==> config.mk <==
export PLATFORM = sky130hd
export DESIGN_NAME = ram_arbiter
export DESIGN_NICKNAME = d
export VERILOG_FILES = /design/src/rtl/ram_arb_pkg.sv /design/src/rtl/rr_pick.sv /design/src/rtl/ram_arbiter.sv
export SDC_FILE = /design/constraint.sdc
export NUM_CORES = 1
export LEC_CHECK = 0
export ABC_AREA = 1
export BUFFER_PORTS_ARGS = -buffer_cell sky130_fd_sc_hd__buf_2
export CAP_MARGIN = 10
export CORE_MARGIN = 1.5
export CORE_UTILIZATION = 45
export DETAILED_ROUTE_END_ITERATION = 10
export GPL_ROUTABILITY_DRIVEN = 0
export GPL_TIMING_DRIVEN = 0
export PLACE_DENSITY = 0.78
export SLEW_MARGIN = 20
export SYNTH_ARGS = -nofsm -noshare
export SYNTH_HDL_FRONTEND = slang
export SYNTH_SLANG_ARGS = --single-unit
==> constraint.sdc <==
create_clock -name Clk -period 5.8 [get_ports Clk]
set_input_delay 0.29 -clock Clk [delete_from_list [all_inputs] [get_ports Clk]]
set_output_delay 0.29 -clock Clk [all_outputs]
set_load 0.005 [all_outputs]
==> src/rtl/ram_arb_pkg.sv <==
// Shared types and helpers for the RAM arbiter.
//   arb_state_t : FSM encoding (IDLE, ISSUE, COMPLETE)
//   DEF_AW/DEF_DW : default RAM address/data widths
//   idx_w(n)    : bits needed to index n requesters (at least 1)
package ram_arb_pkg;

  typedef enum logic [1:0] {
    IDLE     = 2'd0,
    ISSUE    = 2'd1,
    COMPLETE = 2'd2
  } arb_state_t;

  localparam int DEF_AW = 8;
  localparam int DEF_DW = 8;

  function automatic int idx_w(input int n);
    return (n <= 2) ? 1 : $clog2(n);
  endfunction

endpackage

==> src/rtl/rr_pick.sv <==
// Combinational round-robin picker.
//   req   : eligible request vector (already masked by the caller)
//   ptr   : index where the search starts; wraps past N-1 back to 0
//   found : some request is set
//   win   : index of the first set request at or after ptr
module rr_pick #(
  parameter int N  = 4,
  parameter int IW = 2
) (
  input  logic [N-1:0]  req,
  input  logic [IW-1:0] ptr,
  output logic          found,
  output logic [IW-1:0] win
);

  always_comb begin
    int j;
    found = 1'b0;
    win   = '0;
    j     = 0;
    for (int i = 0; i < N; i++) begin
      // explicit wrap keeps non-power-of-two N correct
      j = int'(ptr) + i;
      if (j >= N) j = j - N;
      if (!found && req[j]) begin
        found = 1'b1;
        win   = IW'(j);
      end
    end
  end

endmodule

==> src/rtl/ram_arbiter.sv <==
// Round-robin arbiter sharing one single-port RAM between NREQ requesters.
//   Clk, Rst         : clock, synchronous active-high reset
//   Req/Wr/Addr/WData: per-requester request, op (1=write), address, data
//   Gnt              : one-hot grant, high in ISSUE and COMPLETE
//   Done             : one-hot completion strobe (COMPLETE cycle)
//   RData            : read data, valid only in Done cycle of a read
//   RamAddr/RamWData/RamRWn/RamRData : RAM side (RWn 1=read)
// Each access takes ISSUE (RAM edge at its end) then COMPLETE (result
// visible). Arbitration happens in IDLE and in COMPLETE, so accesses from
// different requesters can chain every 2 cycles.
module ram_arbiter
  import ram_arb_pkg::*;
#(
  parameter int NREQ = 4,
  parameter int AW   = DEF_AW,
  parameter int DW   = DEF_DW
) (
  input  logic                     Clk,
  input  logic                     Rst,
  input  logic [NREQ-1:0]          Req,
  input  logic [NREQ-1:0]          Wr,
  input  logic [NREQ-1:0][AW-1:0]  Addr,
  input  logic [NREQ-1:0][DW-1:0]  WData,
  output logic [NREQ-1:0]          Gnt,
  output logic [NREQ-1:0]          Done,
  output logic [DW-1:0]            RData,
  output logic [AW-1:0]            RamAddr,
  output logic [DW-1:0]            RamWData,
  output logic                     RamRWn,
  input  logic [DW-1:0]            RamRData
);

  localparam int IW = idx_w(NREQ);

  arb_state_t    state, state_nxt;
  logic [IW-1:0] cur, ptr, win;
  logic          found;
  logic [NREQ-1:0] elig;
  logic          wr_q;
  logic [AW-1:0] addr_q;
  logic [DW-1:0] wdata_q;

  // The just-completed requester is masked for one arbitration so that a
  // held Req is treated as a fresh request one cycle later.
  always_comb begin
    elig = '0;
    if (state == IDLE) begin
      elig = Req;
    end else if (state == COMPLETE) begin
      elig      = Req;
      elig[cur] = 1'b0;
    end
  end

  rr_pick #(.N(NREQ), .IW(IW)) u_pick (
    .req   (elig),
    .ptr   (ptr),
    .found (found),
    .win   (win)
  );

  always_comb begin
    state_nxt = state;
    case (state)
      IDLE:     if (found) state_nxt = ISSUE;
      ISSUE:    state_nxt = COMPLETE;
      COMPLETE: state_nxt = found ? ISSUE : IDLE;
      default:  state_nxt = IDLE;
    endcase
  end

  always_ff @(posedge Clk) begin
    if (Rst) begin
      state   <= IDLE;
      cur     <= '0;
      ptr     <= '0;
      wr_q    <= 1'b0;
      addr_q  <= '0;
      wdata_q <= '0;
    end else begin
      state <= state_nxt;
      // found is only ever set in IDLE/COMPLETE (elig is zero in ISSUE)
      if (found) begin
        cur     <= win;
        ptr     <= (win == IW'(NREQ - 1)) ? '0 : win + IW'(1);
        wr_q    <= Wr[win];
        addr_q  <= Addr[win];
        wdata_q <= WData[win];
      end
    end
  end

  // Outputs are decoded from registered state only.
  always_comb begin
    Gnt      = '0;
    Done     = '0;
    RData    = '0;
    RamRWn   = 1'b1;
    RamAddr  = '0;
    RamWData = '0;
    if (state != IDLE) Gnt[cur] = 1'b1;
    if (state == ISSUE) begin
      RamRWn   = ~wr_q;
      RamAddr  = addr_q;
      RamWData = wdata_q;
    end
    if (state == COMPLETE) begin
      Done[cur] = 1'b1;
      if (!wr_q) RData = RamRData;
    end
  end

endmodule

==> flow_summary_export.csv <==
group,metric,value,unit
critical_path,crit_type,"reg2reg",
global_routing,grt_pass1_vias,2599,
critical_path,crit_buf_inv,5,
critical_path,startpoint_type,"flip-flop",
timing,fin_skew,0.00464,ns
detailed_routing,first_pass_iters,4,
power,p_leak,2.00,nW
floorplanning,rows,26,
power,cellInternalPower,979,uW
power,swShare,57.0,%
clocking,cts.path.max_buffers,2,
cells_and_area,layout-drive-gt1-share,31.4,%
timing,finalCritPeriodShare,37.0,%
detailed_routing,drc_errors,0,
cells_and_area,fill_cells,555,
power,switchingPower,1.30,mW
synth,yosys_warnings,0,
detailed_routing,num_vias,2946,
timing,rsz0062_at_grt,"no",
critical_path,cp_data_required_time,5.96,ns
floorplanning,start_util,46.8,%
critical_path,rr_endpoint,"wdata_q[6]",
min_path,min_from,"Rst",
cells_and_area,final_cell_mix,"buf_2, nand2_1, inv_1",
status,status,"completed",
clocking,cts_resized,0,
timing,finalSetupTns,0,ns
timing,worstMarginPinSlew,0.589,ns
synth,synth_area,2390,um2
critical_path,r2r-start,"state[0]",
power,p_seq_share,12.2,%
cells_and_area,diodes,0,
timing,clock.fmax,466,MHz
global_routing,track_usage,24.0,%
floorplanning,die_w,75.9,um
floorplanning,core,5110,um2
synth,synth_seq_area_share,19.3,%
timing,max_slew_margin,60.7,%
clocking,clock_latency,0.26,ns
cells_and_area,final_nets,630,
synth,synthCells,429,
detailed_routing,routed_via_density,4.77,
min_path,hp-class,"in2reg",
clocking,cts_buffers,3,
cells_and_area,syn2layout_area_growth,29.4,%
clocking,cts_setup_buffers,0,
detailed_routing,wl,6.64,mm
critical_path,crit_fanout,10,
global_routing,grt_max_degree,13,
floorplanning,die_h,75.9,um
critical_path,crit_chain,"inv_2 -> nand2_2 -> nand2_2 -> nand2_1 -> nand2_1 -> nand2_2 -> nor2_4 -> inv_2 -> nand2_1 -> nand2_2 -> buf_4 -> buf_2 -> nand4_1 -> nand3_2 -> nand3_1 -> nand2_1 -> inv_1",
power,ir_worst_vdd,0.501,mV
timing,finalHoldViolCount,0,
min_path,holdPathStages,2,
floorplanning,ios,115,
critical_path,crit_path_max_incr_delay,0.45,ns
detailed_routing,avgRoutedWirePerCell,10.8,um
clocking,cts_sinks,23,
global_routing,grt_overflow,0,
timing,final-setup-viol-count,0,
timing,fin_crit,2.15,ns
power,p_clk_share,4.3,%
synth,synth_nets,511,
placement,port_buffers,114,
critical_path,path_depth,17,
critical_path,cp_top_family,"simple AND/OR/NAND/NOR gates",
clocking,clk_pin_slew,0.08,ns
placement,post-dp-hpwl,5.40,mm
job,drv_cap,0,
power,powerDensity,736,nW/um2
critical_path,r2r_slack,3.65,ns
detailed_routing,drt_iter0_drc,161,
critical_path,worstSetupEndpointType,"flip-flop",
clocking,cts_tree,"built",
synth,ys_ff_latch,23,
timing,final_max_slew_viol_count,0,
floorplanning,die_area,5760,um2
critical_path,ff2ff_path_depth,17,
power,p_comb_share,83.4,%
critical_path,worst_path_max_delay_cell,"dfxtp_1",
synth,syn_area_per_cell,5.57,um2
clocking,root_buffer,"clkbuf_8",
global_routing,antenna_found_initial,0,
cells_and_area,layout_commonest_cell,"buf_2",
detailed_routing,ant_nets,0,
timing,holdWs,0.260,ns
synth,yosysUniqueCellTypes,25,
clocking,cts_hold_buf,0,
global_routing,grt_pass1_wl,10.8,mm
min_path,min_to,"cur[1]",
clocking,cts_max_level,1,
critical_path,cp.arrival,2.31,ns
## state kept, by name (all words and copies together) (netlist names)
register	cells
addr_q	8
state	2
cur	2
wdata_q	8
ptr	2
wr_q	1
## Yosys cell counts
library cell / count / area, um2
a21oi_1: 3 / 15.0
buf_2: 6 / 30.0
buf_4: 5 / 37.5
buf_6: 5 / 56.3
clkbuf_1: 6 / 22.5
clkinv_1: 3 / 11.3
dfxtp_1: 23 / 460
inv_1: 95 / 357
inv_2: 4 / 15.0
nand2_1: 106 / 398
nand2_2: 14 / 87.6
nand3_1: 40 / 200
nand3_2: 12 / 120
nand3_4: 2 / 35.0
nand4_1: 28 / 175
nand4_2: 1 / 12.5
nor2_1: 50 / 188
nor2_2: 1 / 6.26
nor2_4: 2 / 22.5
nor2_8: 1 / 20.0
nor3_1: 3 / 15.0
o211ai_2: 1 / 12.5
o21ai_0: 11 / 55.1
o21ai_1: 6 / 30.0
o21ai_2: 1 / 8.76
## final cells by class
type | count | area [um2] | share of cell area [%]
multi-input combinational | 282 | 1400 | 45.3
timing repair buffer | 114 | 571 | 18.4
sequential | 23 | 460 | 14.9
inverter | 102 | 383 | 12.4
buffer | 22 | 146 | 4.73
tap | 70 | 87.6 | 2.83
clock buffer | 4 | 45.0 | 1.46
## worst max path at each step
stage                 end     start
6_report       wdata_q[6]  state[0]
5_1_grt        wdata_q[0]    cur[1]
4_1_cts        wdata_q[6]  state[0]
3_5_place_dp   wdata_q[6]  state[0]
3_3_place_gp         wr_q  state[0]
2_1_floorplan   addr_q[4]    cur[1]
## stage by stage
stage | util (%) | instances | power (mW) | worst slack (ns) | cell area [um2]
after CTS | 60.6 | 617 | 2.27 | 3.64 | 3090
after floorplan | - | 429 | 1.75 | 3.97 | 2390
after global routing | 60.6 | 617 | 2.55 | 3.38 | 3090
after global placement | 59.7 | 613 | 2.13 | 3.71 | 3050
final | 60.6 | 617 | 2.28 | 3.65 | 3090
after detailed placement | 59.7 | 613 | 2.16 | 3.66 | 3050
## per-layer routing
layer	GRT usage, %	up-vias	wire length [um]
li1	-	1548	-
met1	30.1	1280	2900
met2	43.3	114	3220
met3	3.84	4	487
met4	4.96	0	40
met5	0	-	0
## power groups by stage
stage / sequential [mW] / clock [mW] / combinational, mW
floorplan: 0.270 / 0 / 1.48
detailed placement: 0.282 / 0 / 1.88
global placement: 0.281 / 0 / 1.85
global route: 0.289 / 0.108 / 2.15
finish: 0.279 / 0.0988 / 1.90
CTS: 0.279 / 0.0995 / 1.89
## kinds of logic after synthesis
logic type	Yosys count	synth area share [%]
buf+inv	124	22.1
compound gates	22	5.08
flops	23	19.3
simple gates	260	53.5
No activity file was read; power rests on OpenSTA's default activity.
